[src/rtl/cbus_sched.sv]
// cbus_sched: transaction scheduler for the 4-master core bus.
// It arbitrates master requests round-robin and holds each grant until the slave
// acknowledges it. It counts outstanding reads per master and refuses a reading
// master once that master reaches MAX_OUT outstanding reads. Read responses are
// routed back by UID. A per-grant watchdog drops a grant that is never acknowledged.
//
// Ports:
//   clk     - bus clock
//   rst     - asynchronous active-high reset
//   req     - per-master request, held until its grant is acked
//   req_rd  - per-master "pending command expects read data" (valid with req)
//   grnt    - registered one-hot (or zero) grant, drives the mux select
//   m_uid   - registered UID (index) of the granted master
//   m_ack   - slave accepted the granted command this cycle
//   s_rdy   - slave returning read data
//   s_uid   - UID of the returned data
//   s_sel   - combinational one-hot response route
//   idle    - no grant active and no outstanding reads
//   err_to  - sticky: a grant timed out
//   err_uid - sticky: a response arrived for a master with no outstanding reads
module cbus_sched #(
    parameter int unsigned MAX_OUT = 2,
    parameter int unsigned TO_CYC  = 255
) (
    input  logic       clk,
    input  logic       rst,
    input  logic [3:0] req,
    input  logic [3:0] req_rd,
    output logic [3:0] grnt,
    output logic [1:0] m_uid,
    input  logic       m_ack,
    input  logic       s_rdy,
    input  logic [1:0] s_uid,
    output logic [3:0] s_sel,
    output logic       idle,
    output logic       err_to,
    output logic       err_uid
);

    localparam logic [2:0] MaxOut = 3'(MAX_OUT);
    localparam logic [7:0] ToCyc  = 8'(TO_CYC);

    typedef enum logic [0:0] {StArb, StGnt} state_e;

    state_e     state_q, state_d;
    logic [3:0] grnt_q, grnt_d;
    logic [1:0] m_uid_q, m_uid_d;
    logic [1:0] ptr_q, ptr_d;
    logic [2:0] cnt_q [4];
    logic [2:0] cnt_d [4];
    logic [7:0] wdog_q, wdog_d;
    logic       err_to_q, err_to_d;
    logic       err_uid_q, err_uid_d;

    logic [3:0] elig;
    logic [3:0] inc;
    logic [3:0] dec;
    logic [2:0] win;

    // Returns {found, index} of the first set candidate starting at base.
    // Iterating downwards lets the lowest rotation offset overwrite the others.
    function automatic logic [2:0] pick(input logic [3:0] cand, input logic [1:0] base);
        logic [2:0] res;
        logic [1:0] idx;
        res = '0;
        for (int k = 3; k >= 0; k--) begin
            idx = base + 2'(k);
            if (cand[idx]) res = {1'b1, idx};
        end
        return res;
    endfunction

    // Eligibility uses the registered counters only.
    always_comb begin
        for (int i = 0; i < 4; i++) begin
            elig[i] = req[i] & (~req_rd[i] | (cnt_q[i] < MaxOut));
        end
    end

    always_comb begin
        state_d  = state_q;
        grnt_d   = grnt_q;
        m_uid_d  = m_uid_q;
        ptr_d    = ptr_q;
        wdog_d   = wdog_q;
        err_to_d = err_to_q;
        inc      = '0;
        win      = '0;
        unique case (state_q)
            StArb: begin
                win = pick(elig, ptr_q);
                if (win[2]) begin
                    state_d = StGnt;
                    grnt_d  = 4'b0001 << win[1:0];
                    m_uid_d = win[1:0];
                    wdog_d  = '0;
                end
            end
            StGnt: begin
                if (m_ack) begin
                    inc[m_uid_q] = req_rd[m_uid_q];
                    ptr_d        = m_uid_q + 2'd1;
                    // The acked command is consumed, so the current owner is excluded.
                    win = pick(elig & ~grnt_q, m_uid_q + 2'd1);
                    if (win[2]) begin
                        grnt_d  = 4'b0001 << win[1:0];
                        m_uid_d = win[1:0];
                        wdog_d  = '0;
                    end else begin
                        state_d = StArb;
                        grnt_d  = '0;
                    end
                end else if (!req[m_uid_q]) begin
                    state_d = StArb;
                    grnt_d  = '0;
                end else if (wdog_q >= ToCyc) begin
                    state_d  = StArb;
                    grnt_d   = '0;
                    err_to_d = 1'b1;
                end else begin
                    wdog_d = wdog_q + 8'd1;
                end
            end
            default: begin
                state_d = StArb;
                grnt_d  = '0;
            end
        endcase
    end

    // Outstanding-read counters; a simultaneous issue and return cancel out.
    always_comb begin
        err_uid_d = err_uid_q;
        for (int i = 0; i < 4; i++) begin
            dec[i]   = s_rdy && (s_uid == 2'(i)) && (cnt_q[i] != '0);
            cnt_d[i] = cnt_q[i];
            if (inc[i] && !dec[i]) begin
                cnt_d[i] = cnt_q[i] + 3'd1;
            end else if (dec[i] && !inc[i]) begin
                cnt_d[i] = cnt_q[i] - 3'd1;
            end
        end
        if (s_rdy && (cnt_q[s_uid] == '0)) err_uid_d = 1'b1;
    end

    always_ff @(posedge clk or posedge rst) begin
        if (rst) begin
            state_q   <= StArb;
            grnt_q    <= '0;
            m_uid_q   <= '0;
            ptr_q     <= '0;
            wdog_q    <= '0;
            err_to_q  <= 1'b0;
            err_uid_q <= 1'b0;
            for (int i = 0; i < 4; i++) cnt_q[i] <= '0;
        end else begin
            state_q   <= state_d;
            grnt_q    <= grnt_d;
            m_uid_q   <= m_uid_d;
            ptr_q     <= ptr_d;
            wdog_q    <= wdog_d;
            err_to_q  <= err_to_d;
            err_uid_q <= err_uid_d;
            for (int i = 0; i < 4; i++) cnt_q[i] <= cnt_d[i];
        end
    end

    assign grnt    = grnt_q;
    assign m_uid   = m_uid_q;
    assign s_sel   = s_rdy ? (4'b0001 << s_uid) : 4'b0000;
    assign idle    = (state_q == StArb) && (cnt_q[0] == '0) && (cnt_q[1] == '0) &&
                     (cnt_q[2] == '0) && (cnt_q[3] == '0);
    assign err_to  = err_to_q;
    assign err_uid = err_uid_q;

endmodule

[config.mk]
export PLATFORM = sky130hd
export DESIGN_NAME = cbus_sched
export DESIGN_NICKNAME = d
export VERILOG_FILES = /design/src/rtl/cbus_sched.sv
export SDC_FILE = /design/constraint.sdc
export NUM_CORES = 1
export LEC_CHECK = 0
export BUFFER_PORTS_ARGS = -buffer_cell sky130_fd_sc_hd__buf_4
export CAP_MARGIN = 20
export CORE_UTILIZATION = 26
export CTS_BUF_LIST = sky130_fd_sc_hd__clkbuf_8
export DETAILED_ROUTE_END_ITERATION = 10
export PLACE_DENSITY_LB_ADDON = 0.08
export SYNTH_ARGS = -nofsm -noshare
export SYNTH_HDL_FRONTEND = slang
export SYNTH_SLANG_ARGS = --single-unit
[constraint.sdc]
create_clock -name clk -period 3.2 [get_ports clk]
set_input_delay 0.16 -clock clk [delete_from_list [all_inputs] [get_ports clk]]
set_output_delay 0.16 -clock clk [all_outputs]
set_load 0.005 [all_outputs]
== After elaboration in Yosys (flattened, before gate mapping) ==
Index checks and enable logic that the tools add are counted.

* Bits in registers: 31
* Input port bits: 14
* Output and inout bits: 13
* Word-level logic and storage cells: 192

* $add $sub $neg: 16
* Reduce and logical (&&, ||, !) cells: 49
* Mux-type cells: 69
* Magnitude comparators: 16
* Bitwise operators: 18
* Shift operators: 3
* Eq/ne operators: 10

{| class="wikitable"
|+ Operators with widths
! cell !! number
|-
| 2-to-1 mux 3 bit || 21
|-
| 2-to-1 mux 8 bit || 5
|-
| 2-to-1 mux 4 bit || 8
|-
| < comparator 2 x 3 -> 1 bit (second input constant) || 9
|-
| logical AND 1 bit || 22
|-
| binary-select mux 1 bit (select 2 bit) || 10
|-
| 2-to-1 mux 1 bit || 16
|-
| case mux 8 bit (2 select lines) || 1
|-
| logical NOT 3 bit || 5
|-
| adder 3 x 1 -> 3 bit (second input constant) || 4
|-
| < comparator 3 x 2 -> 1 bit (second input constant) || 4
|-
| nonzero test 3 bit || 4
|-
| << shifter 1 x 2 -> 4 bit (first input constant) || 3
|-
| subtractor 3 x 1 -> 3 bit (second input constant) || 4
|-
| adder 2 bit (second input constant) || 4
|-
| adder 8 x 1 -> 8 bit (second input constant) || 1
|-
| bitwise AND 4 bit || 2
|-
| >= comparator 8 bit (second input constant) || 1
|-
| logical NOT 1 bit || 8
|-
| case mux 4 bit (2 select lines) || 1
|-
| AND reduction 4 bit || 2
|-
| nonzero test 2 bit || 4
|-
| adder 2 x 1 -> 2 bit (second input constant) || 3
|-
| binary-select mux 3 bit (select 2 bit) || 1
|-
| other kinds (21) || 38
|}

== Logic depth before layout (Yosys ltp) ==
Gate-level depths: netlist of the first run.

* Depth in word-level cells: 16
* Mapped depth: 10
* Depth with buffers taken out: 9

== Worst setup path after synthesis of the first run ==
OpenSTA, ideal clock, no wires.

* Kind: flip-flop to flip-flop
* From: reg m_uid_q[0], in the netlist m_uid[0]
* To: reg cnt_q[10] (netlist name)
* Cell stages (with the launch flop): 8
* Setup slack: 0.850 ns
* Arrival: 2.225 ns
* Clock period less this slack: 2.350 ns
* Path through: dfrtp_1 > mux4_2 > nor2b_1 > and2_1 > ha_1 > inv_1 > fa_1 > mux2_2

{| class="wikitable"
|+ RTL lines
! item !! RTL line !! source
|-
| start, declared || 47 || <nowiki>logic [1:0] m_uid_q, m_uid_d;</nowiki>
|-
| start signal, assigned || 159 || <nowiki>m_uid_q <= m_uid_d;</nowiki>
|-
| end, declared || 49 || <nowiki>logic [2:0] cnt_q [4];</nowiki>
|}

==> results of run 1 <==
worst register-to-register path, stage by stage (launching register included):
cell                      delay [ns]
sky130_fd_sc_hd__dfrtp_1        0.55
sky130_fd_sc_hd__mux4_2         0.54
sky130_fd_sc_hd__nor2b_1        0.16
sky130_fd_sc_hd__and2_1         0.17
sky130_fd_sc_hd__ha_1           0.23
sky130_fd_sc_hd__inv_1          0.08
sky130_fd_sc_hd__fa_1           0.40
sky130_fd_sc_hd__mux2_2         0.26
layer usage:
layer | up-vias | part of all wire (%)
li1 | 825 | -
met1 | 829 | 47
met2 | 32 | 48
met3 | 4 | 3.7
met4 | 0 | 1.0
met5 | - | 0
state kept, by name, summed over array words and instances (netlist names):
signal   cells
err_uid      1
state_q      1
m_uid        2
ptr_q        2
wdog_q       8
grnt         4
cnt_q       12
err_to       1
cells in the final DEF (no fill, tap or decap), types with 2 or more instances in the layout:
master	n
sky130_fd_sc_hd__o211ai_1	2
sky130_fd_sc_hd__nor2b_1	3
sky130_fd_sc_hd__o41ai_1	2
sky130_fd_sc_hd__nand3_1	5
sky130_fd_sc_hd__nand2b_1	7
sky130_fd_sc_hd__buf_4	28
sky130_fd_sc_hd__and2_1	5
sky130_fd_sc_hd__clkbuf_8	5
sky130_fd_sc_hd__o21ai_0	8
sky130_fd_sc_hd__xor2_1	9
sky130_fd_sc_hd__o311ai_1	2
sky130_fd_sc_hd__a21oi_1	6
sky130_fd_sc_hd__o21ai_1	3
sky130_fd_sc_hd__or3_1	4
sky130_fd_sc_hd__o22ai_1	3
sky130_fd_sc_hd__mux4_2	3
sky130_fd_sc_hd__nand3b_1	4
sky130_fd_sc_hd__clkinv_2	3
sky130_fd_sc_hd__o21ai_2	2
sky130_fd_sc_hd__a22oi_1	3
sky130_fd_sc_hd__nand4_1	2
sky130_fd_sc_hd__mux2_2	6
sky130_fd_sc_hd__ha_1	9
sky130_fd_sc_hd__inv_1	13
sky130_fd_sc_hd__fa_1	4
sky130_fd_sc_hd__xnor2_1	5
sky130_fd_sc_hd__nand2_1	18
sky130_fd_sc_hd__a211oi_1	4
sky130_fd_sc_hd__dfrtp_1	31
sky130_fd_sc_hd__o21a_1	4
sky130_fd_sc_hd__nor3_1	6
sky130_fd_sc_hd__a21o_1	2
sky130_fd_sc_hd__nor2_1	12
final timing paths:
path | start | end | slack (ns) | cells after the start
worst max-delay path | m_uid[0] | cnt_q[4] | 0.71 | 7
min in group asynchronous | rst | wdog_q[4] | 0.52 | 4
worst min register to register | err_uid | err_uid | 0.46 | 1
worst min-delay path | s_rdy | err_uid | 0.11 | 2
max in group asynchronous | rst | grnt[2] | 2.37 | 4
worst max register to register | m_uid[0] | cnt_q[4] | 0.71 | 7
report_power, final:
group          switching (mW)  internal [mW]
clock network           0.154          0.149
registers               0.184          0.540
logic                   0.497          0.442
total                   0.834           1.13
cell families after synthesis:
family	count (synthesis)
muxes	9
adders and majority gates	13
xor gates and xnor gates	14
buffers and inverters	14
and+or+nand+nor	72
AOI/OAI and AO/OA	53
DFF	31
layout make-up:
| class | count | area share, % |
|---|---|---|
| flip-flops and latches | 31 | 31.3 |
| multi-input cells | 161 | 49.3 |
| clock buffers | 5 | 2.78 |
| well taps | 102 | 5.15 |
| clock inverters | 3 | 0.606 |
| repair buffers | 29 | 8.89 |
| inverters | 13 | 1.97 |
what timing repair did:
| action | in CTS | in global routing |
|---|---|---|
| setup endpoints to repair | 0 | 0 |
| hold endpoints to repair | 31 | 0 |
| buffers inserted | 0 | 0 |
| hold buffers | 1 | 0 |
==> parameters.txt, run 1 <==
Parameter                              Value

Power
  Max VDD drop ... 0.000200 V
  Power consumption ... a little under 2 mW
  Leakage power total ... 1.05 nW
  Power Dens Cells ... 793 nW/µm²

Global route
  Maximum number of pins on one net before global-route repair ... 32
  Most used routing layer ... met2
  Wire length of the first global-routing pass ... 8440 µm
  Met3 usage ... 2.78%
  Via count of the first global-routing pass ... 1698
  Global routing usage summed across all routing layers ... 13.1%
  GRT met2 Usage ... between 20% and 30%
  Total gr overflow ... 0
  Global routing met1 resource utilization ... 17.5%
  Number of antenna violations at the first check in global routing ... 0

Route
  Drt pass-1 iters ... 4
  Via total after detailed routing ... about 1700
  DR DRC count ... 0
  Detailed-route wire length per cell ... about 15 µm
  Final wirelength ... 5040 µm
  Violation count after the first detailed-routing iteration ... 143
  Number of antenna-violating nets in the routed design ... 0
  Via-to-Cell Ratio ... 4.91

STA
  Max Clock Freq ... 401 MHz
  Max-slew headroom at the worst pin ... 60.6%
  Fin Clk Skew ... slightly above 0.006 ns
  Setup WS post-layout ... 0.706 ns
  Number of endpoints failing setup at the final stage ... 0
  Final hold slack ... 0.106 ns
  Setup tns final ... 0 ns
  RSZ-0062 raised after global routing ... no
  Final Max Tran Viols ... 0
  Share of the clock period used by the worst path ... 77.9%
  Final worst path period need ... 2.49 ns
  Tightest Pin Transition ... 0.587 ns
  Total count of hold-check failures in the final report ... 0

Die
  Width of the die ... 90.8 µm
  Rows ... 32
  Initial standard-cell utilization of the core ... 26.7%
  Std-Cell Core Area ... 7690 µm²
  Die height ... between 90 and 100 µm
  Die area ... ~8200 µm²
  Number of ports placed on the die boundary ... 27

Synth
  Proportion of synthesized chip area in sequential cells ... 37.9%
  Synth Net Count ... 233
  Basic-gate share of the synthesized area counting and, or, nand and nor cells ... between 10% and 20%
  Dominant cell by count in the synthesized netlist ... sky130_fd_sc_hd__dfrtp_1
  Mean cell area of the mapped netlist ... between 9 and 10 µm²
  Ys Warns ... 0
  Number of enable flip-flop cells after synthesis ... 0
  Synthesized-area fraction occupied by ao, oa, aoi and oai cells ... around a fifth
  Most frequent cells after synthesis ... sky130_fd_sc_hd__dfrtp_1 (31), sky130_fd_sc_hd__nand2_1 (18), sky130_fd_sc_hd__inv_1 (13)
  Dominant combinational cell family by area after synthesis ... compound AO/OA/AOI/OAI gates
  XOR/XNOR share of the synthesized area ... 5.98%
  Top FF cell, synth ... sky130_fd_sc_hd__dfrtp_1
  Synth async-reset ratio ... 100%
  Area leader, netlist ... sky130_fd_sc_hd__dfrtp_1
  Area contributors post-synth ... sky130_fd_sc_hd__dfrtp_1 (38%), sky130_fd_sc_hd__ha_1 (5.5%), sky130_fd_sc_hd__fa_1 (3.9%)
  Cell Area, Synth ... 2050 µm²
  Post-synthesis instance total ... 206
  Yosys reg bits ... 31
  Mux contribution to synthesized area ... 6.59%
  Adder-cell share of the synthesized area ... a little under a tenth
  Area share of the largest cell type after synthesis ... between 30% and 40%
  Distinct cells, synth ... 49

Clock tree
  Root Buffer Master ... sky130_fd_sc_hd__clkbuf_8
  Sink count of the clock tree ... 31
  Reg clk slew, reported paths ... 0.07 ns
  Clock tree from TritonCTS ... done
  Post-cts sizing count ... 0
  CTS H-Tree Depth ... 2
  Maximum buffer depth of the clock tree ... 2
  Number of CTS-inserted buffers ... 5
  Source-to-sink clock delay at the later pin of the worst-skew pair ... 0.28 ns

Finish
  Proportion of layout cells with a drive suffix above 1 ... between 20% and 30%
  Number of antenna diodes ... 0
  Combined flip-flop and latch cell area ... 776 µm²
  Multi-input gate area ... 1220 µm²
  Number of filler cells placed in the layout ... 814
  Net count of the finished layout ... 268
  Synth-to-Final Area Change ... 20.9%
  Final std cells w/o fill ... 344
  Post-layout util ... 32.2%
  Design Area, Final ... about 2500 µm²

Worst setup path
  Buffering stage count on the worst path with inverters included ... 1
  Standard cell with the maximum stage delay on the critical path ... sky130_fd_sc_hd__dfrtp_1
  Maximum single-stage delay on the critical path ... 0.55 ns
  Setup CP Type ... reg -> reg
  Sequence of cells on the critical path ... mux4_2 -> nor2b_1 -> and2_1 -> ha_1 -> inv_1 -> fa_1 -> mux2_2
  Data arrival time of the critical path ... 2.67 ns
  Dominant delay contributor by cell family on the critical path ... multiplexers
  Nature of the critical path endpoint ... register
  CP startpoint kind ... register
  Largest fanout on the critical path ... 10
  Required time reported for the critical path endpoint ... 3.37 ns

Placed design
  # placed instances ... between 300 and 400
  Routability congestion estimate ... approximately 0.77
  Post-place instance area ... 2380 µm²
  Port-buffer cells ... 26
  Placed wire-length estimate after detailed placement ... 3950 µm
  Worst slack after detailed placement ... 0.700 ns

Worst hold path
  Type of the most critical hold path ... in -> reg

Outcome
  Result of the run ... finished, final reports clean

Flow run
  Total of max-cap violations ... 0
No activity file was read; power rests on OpenSTA's default activity.
==> inputs of run 2 (changes only) <==
==> constraint.sdc (replaced) <==
create_clock -name clk -period 2.3 [get_ports clk]
set_input_delay 0.115 -clock clk [delete_from_list [all_inputs] [get_ports clk]]
set_output_delay 0.115 -clock clk [all_outputs]
set_load 0.005 [all_outputs]
==> parameters.txt, run 2 (synthesis results as in run 1) <==
Parameter                              Value

Finish
  Commonest non-fill, non-tap cell in the layout ... sky130_fd_sc_hd__buf_4 (was sky130_fd_sc_hd__dfrtp_1)
  Proportion of layout cells with a drive suffix above 1 ... 26.7% (was 21.1%)
  Commonest cells after routing, fill and taps aside ... sky130_fd_sc_hd__buf_4 (37), sky130_fd_sc_hd__dfrtp_1 (30), sky130_fd_sc_hd__nand2_1 (18) (was sky130_fd_sc_hd__dfrtp_1 (31), sky130_fd_sc_hd__buf_4 (28), sky130_fd_sc_hd__nand2_1 (18))
  Net count of the finished layout ... 277 (was 268)
  Synth-to-Final Area Change ... 25.8% (was 20.9%)
  Most flops, register ... cnt_q (unchanged)
  Flip-flop count of the largest register, all copies and words added ... 12 (unchanged)
  Number of filler cells placed in the layout ... 811 (was 814)
  Number of antenna diodes ... 0 (unchanged)

STA
  Final hold slack ... 0.0649 ns (was 0.106 ns)
  Total count of hold-check failures in the final report ... 0 (unchanged)
  Share of the clock period used by the worst path ... 98.4% (was 77.9%)
  Fin Clk Skew ... 0.00629 ns (was 0.00616 ns)
  Final worst path period need ... 2.26 ns (was 2.49 ns)
  Setup tns final ... 0 ns (unchanged)
  Tightest Pin Transition ... 0.546 ns (was 0.587 ns)
  Max Clock Freq ... 442 MHz (was 401 MHz)
  Number of endpoints failing setup at the final stage ... 0 (unchanged)
  Final Max Tran Viols ... 0 (unchanged)
  Max-slew headroom at the worst pin ... 63.6% (was 60.6%)

Clock tree
  Root Buffer Master ... sky130_fd_sc_hd__clkbuf_8 (unchanged)
  Maximum buffer depth of the clock tree ... 2 (unchanged)
  Clock tree from TritonCTS ... done (unchanged)
  CTS H-Tree Depth ... 2 (unchanged)
  Reg clk slew, reported paths ... 0.07 ns (about the same)
  Sink count of the clock tree ... 31 (unchanged)
  Source-to-sink clock delay at the later pin of the worst-skew pair ... 0.29 ns (was 0.28 ns)
  Number of CTS-inserted buffers ... 5 (unchanged)

Global route
  Via count of the first global-routing pass ... 1677 (was 1698)
  Total gr overflow ... 0 (unchanged)
  Maximum number of pins on one net before global-route repair ... 20 (was 32)
  Wire length of the first global-routing pass ... 8810 µm (was 8440 µm)
  Global routing usage summed across all routing layers ... 13.8% (was 13.1%)
  Number of antenna violations at the first check in global routing ... 0 (unchanged)

Route
  Violation count after the first detailed-routing iteration ... 63 (was 143)
  Drt pass-1 iters ... 4 (unchanged)
  DR DRC count ... 0 (unchanged)
  Final wirelength ... 5220 µm (was 5040 µm)
  Via-to-Cell Ratio ... 4.72 (was 4.91)
  Detailed-route wire length per cell ... 14.8 µm (was 14.6 µm)
  Via total after detailed routing ... 1667 (was 1690)
  Number of antenna-violating nets in the routed design ... 0 (unchanged)

Flow run
  Total of max-cap violations ... 0 (unchanged)

Power
  Proportion of power drawn by the clock network ... 14.6% (was 15.4%)
  Leakage power total ... 1.09 nW (was 1.05 nW)
  Power consumption ... 2.89 mW (was 1.96 mW)
  Max VDD drop ... 0.000341 V (was 0.000200 V)
  Seq pwr share ... 34.2% (was 36.8%)
  Internal power ... 1.68 mW (was 1.13 mW)
  Switching Share ... 42.0% (was 42.5%)
  Switching power ... 1.21 mW (was 0.834 mW)
  Power Dens Cells ... 1120 nW/µm² (was 793 nW/µm²)
  Combinational cell fraction of total power ... 51.1% (was 47.8%)

Die
  Rows ... 32 (unchanged)
  Die area ... 8240 µm² (unchanged)
  Width of the die ... 90.8 µm (unchanged)
  Die height ... 90.8 µm (unchanged)
  Std-Cell Core Area ... 7690 µm² (unchanged)
  Initial standard-cell utilization of the core ... 26.7% (unchanged)
  Number of ports placed on the die boundary ... 27 (unchanged)

Worst setup path
  Largest fanout on the critical path ... 4 (was 10)
  Nature of the critical path endpoint ... register (unchanged)
  Data arrival time of the critical path ... 2.43 ns (was 2.67 ns)
  Setup CP Type ... reg -> reg (unchanged)
  Required time reported for the critical path endpoint ... 2.47 ns (was 3.37 ns)
  CP startpoint kind ... register (unchanged)

Outcome
  Result of the run ... finished, final reports clean (unchanged)

Placed design
  Routability congestion estimate ... 0.755 (was 0.766)
  Placed wire-length estimate after detailed placement ... 4130 µm (was 3950 µm)
  Port-buffer cells ... 26 (unchanged)

Worst hold path
  Type of the most critical hold path ... in -> reg (unchanged)
[run 2: cell types whose count changed in the layout (fill, tap and decap cells not counted), moves of 2 or more]
cell	delta
sky130_fd_sc_hd__clkinv_2	-2
sky130_fd_sc_hd__buf_4	+9
sky130_fd_sc_hd__ha_2	+2
sky130_fd_sc_hd__ha_1	-2
[run 2: final timing paths]
kind                               start       end  slack (ns)  depth (start not counted)
worst max-delay path            m_uid[0]  cnt_q[7]        0.04                          7
worst min-delay path               s_rdy   err_uid        0.06                          2
worst max register to register  m_uid[0]  cnt_q[7]        0.04                          7
worst min register to register   err_uid   err_uid        0.48                          1
max in group asynchronous            rst  m_uid[0]        1.19                          4
min in group asynchronous            rst  cnt_q[3]        0.43                          3
[run 2: per-stage QoR]
stage / setup WS [ns] / instance area [µm²] / cells / util, %
final: 0.0363 / 2580 / 353 / 33.5
after detailed placement: 0.0558 / 2440 / 343 / 31.8
after CTS: 0.0385 / 2540 / 352 / 33.0
after floorplan: 0.0280 / 2050 / 206 / -
after global routing: -0.0109 / 2580 / 353 / 33.5
after global placement: 0.0848 / 2440 / 343 / 31.8
[run 2: power groups by stage]
| stage | Clock, mW | Sequential, mW | Combinational (mW) |
|---|---|---|---|
| final | 0.422 | 0.990 | 1.48 |
| after floorplan | 0 | 0.961 | 0.966 |
| after global placement | 0 | 1.01 | 1.46 |
| after global routing | 0.473 | 1.03 | 1.67 |
| after detailed placement | 0 | 0.996 | 1.46 |
| after CTS | 0.452 | 0.990 | 1.47 |
[run 2: per-layer routing]
metal / share of wire, % / wire length [µm] / up-vias / global-route usage [%]
met3: 3.8 / 198 / 4 / 3.11
li1: - / - / 842 / -
met5: 0 / 0 / - / 0
met2: 48 / 2520 / 23 / 22.3
met4: 0.88 / 46 / 0 / 4.37
met1: 47 / 2460 / 798 / 18.3
[run 2: final cells by class]
| cell class | count | area, µm² | share of cell area [%] |
|---|---|---|---|
| Clock inverter | 3 | 16.3 | 0.631 |
| Tap cell | 102 | 128 | 4.95 |
| Sequential cell | 31 | 777 | 30.1 |
| Inverter | 13 | 48.8 | 1.89 |
| Multi-Input combinational cell | 161 | 1250 | 48.5 |
| Timing Repair Buffer | 38 | 288 | 11.2 |
| Clock buffer | 5 | 68.8 | 2.67 |
[run 2: timing repair]
action                                 in CTS  in global routing
setup buffers                               0                  1
setup endpoints to repair                   0                  9
gates resized for setup                     0                  7
endpoints found under the hold margin      12                  0
hold buffers                                1                  0
[run 2: critical path, cell delays in order, from the launching register on]
cell	delay [ns]
sky130_fd_sc_hd__dfrtp_2	0.37
sky130_fd_sc_hd__mux4_2	0.49
sky130_fd_sc_hd__nor2b_2	0.18
sky130_fd_sc_hd__and2_1	0.17
sky130_fd_sc_hd__ha_1	0.22
sky130_fd_sc_hd__inv_1	0.07
sky130_fd_sc_hd__fa_1	0.40
sky130_fd_sc_hd__mux2_2	0.27
